===== src/rtl/tohost_wb_bridge.sv =====
// tohost_wb_bridge
//  Bridges the core's tohost mailbox to a Wishbone slave. Each new mailbox word
//  (rising edge of tohost_updated) is queued in a small FIFO. Each queued word
//  is then replayed as one Wishbone write with adr = word[15:0] and
//  data = word[31:16]. A write with no ack is abandoned after TIMEOUT cycles.
//  Debug outputs: FIFO level, sticky overflow flag and a saturating count of
//  abandoned writes.
// Ports
//  clk, btnCpuReset            clock, asynchronous active-low reset
//  tohost_data/tohost_updated  mailbox word and update level
//  o_wb_cyc/stb/we/adr/data    Wishbone master write request
//  i_wb_ack                    Wishbone slave acknowledge
//  fifo_level                  entries currently queued
//  overflow                    sticky: a word was dropped on a full FIFO
//  timeout_cnt                 saturating count of abandoned writes
//  busy                        high while a Wishbone write is outstanding
module tohost_wb_bridge #(
  parameter int unsigned FIFO_DEPTH = 4,
  parameter int unsigned TIMEOUT    = 255
) (
  input  logic                          clk,
  input  logic                          btnCpuReset,
  input  logic [31:0]                   tohost_data,
  input  logic                          tohost_updated,
  output logic                          o_wb_cyc,
  output logic                          o_wb_stb,
  output logic                          o_wb_we,
  output logic [15:0]                   o_wb_adr,
  output logic [15:0]                   o_wb_data,
  input  logic                          i_wb_ack,
  output logic [$clog2(FIFO_DEPTH):0]   fifo_level,
  output logic                          overflow,
  output logic [7:0]                    timeout_cnt,
  output logic                          busy
);

  localparam int unsigned AW = $clog2(FIFO_DEPTH);
  localparam int unsigned LW = AW + 1;

  typedef enum logic {S_IDLE, S_REQ} state_t;

  state_t        r_state;
  logic          r_upd_q;
  logic [31:0]   r_mem [FIFO_DEPTH];
  logic [AW-1:0] r_wr_ptr;
  logic [AW-1:0] r_rd_ptr;
  logic [LW-1:0] r_level;
  logic          r_overflow;
  logic          r_cyc;
  logic          r_stb;
  logic          r_we;
  logic [15:0]   r_adr;
  logic [15:0]   r_data;
  logic [7:0]    r_timer;
  logic [7:0]    r_timeout_cnt;
  logic          r_busy;

  logic          w_push;
  logic          w_pop;
  logic          w_full;
  logic          w_wr_en;
  logic [31:0]   w_head;

  // A pop frees a slot on the same edge, so a push into a full FIFO is still
  // accepted when the FSM is popping.
  assign w_push  = tohost_updated & ~r_upd_q;
  assign w_full  = (r_level == LW'(FIFO_DEPTH));
  assign w_pop   = (r_state == S_IDLE) && (r_level != '0);
  assign w_wr_en = w_push & (~w_full | w_pop);
  assign w_head  = r_mem[r_rd_ptr];

  // Edge detect, FIFO pointers, level and sticky overflow.
  always_ff @(posedge clk or negedge btnCpuReset) begin
    if (!btnCpuReset) begin
      r_upd_q    <= 1'b0;
      r_wr_ptr   <= '0;
      r_rd_ptr   <= '0;
      r_level    <= '0;
      r_overflow <= 1'b0;
    end else begin
      r_upd_q <= tohost_updated;
      if (w_wr_en) r_wr_ptr <= r_wr_ptr + AW'(1);
      if (w_pop)   r_rd_ptr <= r_rd_ptr + AW'(1);
      case ({w_wr_en, w_pop})
        2'b10:   r_level <= r_level + LW'(1);
        2'b01:   r_level <= r_level - LW'(1);
        default: r_level <= r_level;
      endcase
      if (w_push && w_full && !w_pop) r_overflow <= 1'b1;
    end
  end

  // FIFO storage; contents are only meaningful between the pointers.
  always_ff @(posedge clk) begin
    if (w_wr_en) r_mem[r_wr_ptr] <= tohost_data;
  end

  // Wishbone request FSM; ack has priority over the timeout on the same edge.
  always_ff @(posedge clk or negedge btnCpuReset) begin
    if (!btnCpuReset) begin
      r_state       <= S_IDLE;
      r_cyc         <= 1'b0;
      r_stb         <= 1'b0;
      r_we          <= 1'b0;
      r_adr         <= '0;
      r_data        <= '0;
      r_timer       <= '0;
      r_timeout_cnt <= '0;
      r_busy        <= 1'b0;
    end else begin
      case (r_state)
        S_IDLE: begin
          if (w_pop) begin
            r_adr   <= w_head[15:0];
            r_data  <= w_head[31:16];
            r_cyc   <= 1'b1;
            r_stb   <= 1'b1;
            r_we    <= 1'b1;
            r_busy  <= 1'b1;
            r_timer <= '0;
            r_state <= S_REQ;
          end
        end
        S_REQ: begin
          if (i_wb_ack) begin
            r_cyc   <= 1'b0;
            r_stb   <= 1'b0;
            r_we    <= 1'b0;
            r_busy  <= 1'b0;
            r_state <= S_IDLE;
          end else if (r_timer == 8'(TIMEOUT - 1)) begin
            r_cyc   <= 1'b0;
            r_stb   <= 1'b0;
            r_we    <= 1'b0;
            r_busy  <= 1'b0;
            if (r_timeout_cnt != 8'hFF) r_timeout_cnt <= r_timeout_cnt + 8'd1;
            r_state <= S_IDLE;
          end else begin
            r_timer <= r_timer + 8'd1;
          end
        end
        default: r_state <= S_IDLE;
      endcase
    end
  end

  assign o_wb_cyc    = r_cyc;
  assign o_wb_stb    = r_stb;
  assign o_wb_we     = r_we;
  assign o_wb_adr    = r_adr;
  assign o_wb_data   = r_data;
  assign fifo_level  = r_level;
  assign overflow    = r_overflow;
  assign timeout_cnt = r_timeout_cnt;
  assign busy        = r_busy;

endmodule


===== config.mk =====
export PLATFORM = sky130hd
export DESIGN_NAME = tohost_wb_bridge
export DESIGN_NICKNAME = d
export VERILOG_FILES = /design/src/rtl/tohost_wb_bridge.sv
export SDC_FILE = /design/constraint.sdc
export NUM_CORES = 1
export LEC_CHECK = 0
export BUFFER_PORTS_ARGS = -buffer_cell sky130_fd_sc_hd__buf_2
export CORE_MARGIN = 8
export CORE_UTILIZATION = 35
export DETAILED_ROUTE_END_ITERATION = 12
export PLACE_DENSITY = 0.63
export REMOVE_ABC_BUFFERS = 1
export SETUP_SLACK_MARGIN = 0.05
export SYNTH_ARGS = -nofsm -noshare
export SYNTH_HDL_FRONTEND = slang
export SYNTH_SLANG_ARGS = --single-unit

===== constraint.sdc =====
create_clock -name clk -period 2.5 [get_ports clk]
set_input_delay 0.75 -clock clk [delete_from_list [all_inputs] [get_ports clk]]
set_output_delay 0.75 -clock clk [all_outputs]
set_load 0.03 [all_outputs]

* Yosys cells after proc, flatten, opt, wreduce, memory -nomap -nowiden *
Memory sizes are Yosys's and may differ from the RTL's. A register that Yosys moved wholly into a read port is not among the register bits.
Index checks and enable logic that the tools add are counted.

cells by class
  add/subtract/negate cells = 6
  equal/unequal tests = 9
  mux-type cells = 15
  bitwise gates (word level) = 7
  reduce and logical (&&, ||, !) cells = 11

operators with widths
  cell                                                                      number
  8-bit 2-to-1 mux                                                          3
  8-bit by 1-bit adder with 8-bit output (second input constant)            2
  8-bit one-hot mux with 2 select lines                                     1
  8-bit == test (second input constant)                                     1
  1-bit 2-to-1 mux                                                          8
  8-bit inequality test (second input constant)                             1
  2-bit inequality test (second input constant)                             3
  3-bit one-hot mux with 2 select lines                                     1
  2-bit by 1-bit adder with 2-bit output (second input constant)            2
  1-bit NOT                                                                 4
  1-bit one-hot mux with 2 select lines                                     2
  2-bit AND reduction                                                       2
  4-bit AND reduction                                                       1
  3-bit by 1-bit adder with 3-bit output (second input constant)            1
  3-bit == test (second input constant)                                     1
  1-bit logical AND                                                         3
  3-bit by 2-bit inequality test with 1-bit output (second input constant)  1
  3-bit AND reduction                                                       1
  3-bit nonzero test                                                        1
  3-bit by 1-bit subtractor with 3-bit output (second input constant)       1
  1-bit AND                                                                 2
  2-bit by 1-bit == test with 1-bit output (second input constant)          1
  2-bit == test (second input constant)                                     1
  1-bit zero test                                                           2
  2 further kinds                                                           2

word-level totals
  bits in registers = 27
  RAM bits = 128
  input port bits = 36
  output and inout bits = 48
  memories kept = 1

memory list
  name   words  bits a word  read ports  clocked after Yosys merged registers in  write ports  line  RTL
  r_mem  4      32           1           1                                        1            44    logic [31:0] r_mem [FIFO_DEPTH];

* Logic depth before layout (Yosys ltp) *
  depth after elaboration = 6
  mapped depth = 10
  depth with buffers taken out = 9

* Least setup slack after synthesis *
Ideal clock, no wire load.

  kind = input port to flip-flop
  from = input tohost_updated
  to = memory r_mem[2][0] (enable)
  setup time = 0.392 ns
  arrival time = 2.065 ns
  path slack = 0.043 ns
  stages = 3
  path through = nand2b_1 a41oi_1 and2_1

between the ends
  longest elaborated chain between the ends = 4

RTL lines
  element                                 line  RTL
  from (decl)                             24    input logic tohost_updated,
  1-bit AND                               66    assign w_push = tohost_updated & ~r_upd_q;
  1-bit AND                               69    assign w_wr_en = w_push & (~w_full | w_pop);
  1-bit 2-to-1 mux                        95    if (w_wr_en) r_mem[r_wr_ptr] <= tohost_data;
  1-bit 2-to-1 mux (not written as such)  95
  to (decl)                               44

Every way passes these cells.

* Worst setup path after layout *
  from = register r_level[1] (netlist: fifo_level[1])
  to = register r_level[2] (netlist: fifo_level[2])

between the ends
  longest elaborated chain between the ends = 6

RTL lines
  element                                                                      line    RTL
  from (decl)                                                                  47      logic [LW-1:0] r_level;
  from (signal assigned)                                                       85      2'b10: r_level <= r_level + LW'(1);
  from (signal assigned)                                                       86      2'b01: r_level <= r_level - LW'(1);
  from (signal assigned)                                                       87      default: r_level <= r_level;
  3-bit == test or 3-bit nonzero test (tied branches)                          67, 68
  1-bit NOT or 1-bit logical AND (tied branches)                               69, 68
  1-bit bitwise OR                                                             69
  1-bit AND                                                                    69
  2-bit by 1-bit == test with 1-bit output or 2-bit == test (tied branches)    84      case ({w_wr_en, w_pop})
  3-bit one-hot mux with 2 select lines or 2-bit nonzero test (tied branches)  --

Parallel ways exist; a longest one is shown, timed or not.
A chain may end at the register's enable or synchronous reset.

==> impl_results.md <==
- Initial DRT Pass Iterations: 4
- First-pass GRT wire length: 21.9 mm
- Post-synthesis simple-gate area fraction: 3.95%
- CP Capture Point: fifo_level[2]$_DFFE_PN0P_
- Status: completed
- DRC Markers: 0
- Final core utilization: 42.6%
- Ys Warns: 0
- Synth-to-layout area growth: 19.3%
- CP required: 2850 ps
- DRT antenna net count: 0
- Most frequent cells in the layout: edfxtp_1, buf_2, dfrtp_1, mux2_2, mux4_2
- Layout cells sized above 1: 40.9%
- Dominant cells by area after synthesis: edfxtp_1, dfrtp_1, mux4_2
- Initial DRC count: 184
- Initial antenna violation count: 1
- Final Hold Viols: 0
- Gr ovfl total: 0
- CTS Sinks: 187
- Post-CTS Setup Inserts: 0
- Cell accounting for the most synthesized area: edfxtp_1
- Slew Viols, Final: 0
- Gr usage total: 11.0%
- CP Data Arrival Time: 2270 ps
- Final Skew: 14.1 ps
- Die Height: 160 um
- Via count: 3674
- Mux cell area share after synthesis: 15.4%
- PortBufs: 83
- Reg2reg end: fifo_level[2]$_DFFE_PN0P_
- Avg Synthesized Cell Area: 19.3 sq um
- Post-synth top area share: 53.0%
- # fillers: 1778
- Synth cell types: 42
- Adder-Cell Fraction of Synth Area: 1.66%
- Worst-path clk slew: 80 ps
- Crit path from: fifo_level[1]$_DFFE_PN0P_
- Power density over the cells: 1180 mW/mm^2
- GP Congestion: 0.776
- Hold crit path type: primary input to async pin
- Final Setup Violations: 0
- Wirelength, routed: 13.7 mm
- Initial core utilization: 35.7%
- PostCTS Resize Cnt: 0
- Worst vdd ir: 0.884 mV
- Synth Instances: 375
- Max-cap viol count: 0
- Post-Synth XOR/XNOR Area: 1.45%
- Worst-Skew Late Latency: 420 ps
- Post-DR wirelength/cell: 18.2 um
- Worst setup EP type: register
- # IOs: 84
- Post-synth EDFFs: 128
- Most common cell after layout, fill and taps aside: edfxtp_1
- Deepest clock path buffer count: 2
- Vias per cell: 4.87
- Reg-to-Reg Start: fifo_level[1]$_DFFE_PN0P_
- Largest family of logic cells by synthesized area: multiplexers
- Ys flop type: edfxtp_1
- H-tree levels: 4
- Die X: 160 um
- Slew HR: 44.5%
- Reg2reg setup slack: 580 ps
- Post-synthesis compound-gate area fraction: 2.05%
- Vias in the first global route: 3917
- Synth Register Bits: 187
- Cts bufs inserted: 17
- Fin crit share: 76.8%
- Ys async rst share: 31.6%
- Core Footprint: 0.0203 sq mm
- RSZ-0062 raised after global routing: false
- Root Buffer: clkbuf_16
- Row Count: 52
- # nets final: 516
- Placed wire-length estimate: 8.67 mm
- Post-Syn Area: 0.00725 sq mm
- Hold slack: 424 ps
- Largest net degree at the start of global routing: 60
- Startpoint Class: register
- Leakage: 3.27 nW
- Worst Tran Pin Value: 833 ps
- Die area: 0.0256 sq mm
- Cts hold-fix bufs: 0
- Minimum clock period: 1920 ps
- Reg2Reg Depth: 9
- FMAX: 521 MHz
- Crit path kind: register to register
- Sequential area share after synthesis: 73.3%
- Overall power: 10.2 mW
- Antenna Cells: 0
- Crit Path Max Fanout: 5
- TritonCTS clock tree: yes
kinds of logic (layout without fill, tap and decap cells):
family                     count (synthesis)  in the layout
DFF                                      187            187
buffers and inverters                     28            137
and+or+nand+nor                           49             49
muxes                                     66             66
xor gates and xnor gates                  12             12
AOI/OAI and AO/OA                         24             24
adders and majority gates                  9              9
worst max-delay path, stage by stage (launching register included):
cell and delay [ps]:
dfrtp_1 430, inv_1 120, a41oi_1 160, inv_1 100
ha_1 190, inv_1 60, fa_1 370, xor2_1 150
nor2_1 110, xor2_1 150
layer usage:
layer  track usage (%)  wire (um)
met1              13.9       6170
met3              3.42        688
met2              17.9       6670
met5                 0         11
met4              3.44        150
Yosys cell counts, drive strengths merged, types with 2 or more instances:
| master | count |
|---|---|
| and3 | 3 |
| dfrtp | 59 |
| a21oi | 5 |
| xnor2 | 3 |
| buf | 14 |
| nor2 | 5 |
| xor2 | 9 |
| clkbuf | 2 |
| ha | 8 |
| nand2b | 4 |
| nor4 | 3 |
| nand3 | 7 |
| nor3 | 7 |
| edfxtp | 128 |
| nand2 | 10 |
| inv | 12 |
| o21ai | 10 |
| mux2 | 34 |
| a31oi | 2 |
| a41oi | 2 |
| and2 | 4 |
| mux4 | 32 |
metrics by stage:
stage / TNS [ps] / setup WS (ps) / area (sq um) / std cells
6_report: 0 / 579 / 8650 / 754
3_5_place_dp: 0 / 262 / 8070 / 722
3_3_place_gp: 0 / 358 / 8070 / 722
2_1_floorplan: -14420 / -998 / 7140 / 359
5_1_grt: 0 / 428 / 8650 / 754
4_1_cts: 0 / 567 / 8650 / 754
worst min path at each step:
stage / slack, ps / endpoint / depth (start not counted)
after detailed placement: 460 / overflow$_DFFE_PN0P_ / 2
final: 420 / o_wb_adr[14]$_DFFE_PN0P_ / 1
after global routing: 430 / r_upd_q$_DFF_PN0_ / 1
after CTS: 430 / r_upd_q$_DFF_PN0_ / 1
after global placement: 460 / overflow$_DFFE_PN0P_ / 2
after floorplan: 450 / fifo_level[0]$_DFFE_PN0P_ / 0
power breakdown:
part | switching [mW] | total (mW) | internal, mW
clock | 1.18 | 2.64 | 1.46
sequential | 0.447 | 4.39 | 3.94
combinational | 1.75 | 3.21 | 1.45
state kept, by name, indices dropped and copies added (netlist names):
name	count
o_wb_adr	16
r_wr_ptr	2
r_rd_ptr	2
overflow	1
o_wb_we	1
r_timer	8
r_state	1
r_mem	128
o_wb_data	16
fifo_level	3
timeout_cnt	8
r_upd_q	1
cell type report:
class                   count  area (sq um)  area share [%]
clock buffers              21           460            5.32
clock inverters            11           125            1.45
inverters                  12          45.0           0.521
multi-input cells         160          1790            20.7
flip-flops and latches    187          5320            61.5
well taps                 270           338            3.91
repair buffers             93           568            6.57
No activity file was read; power rests on OpenSTA's default activity.
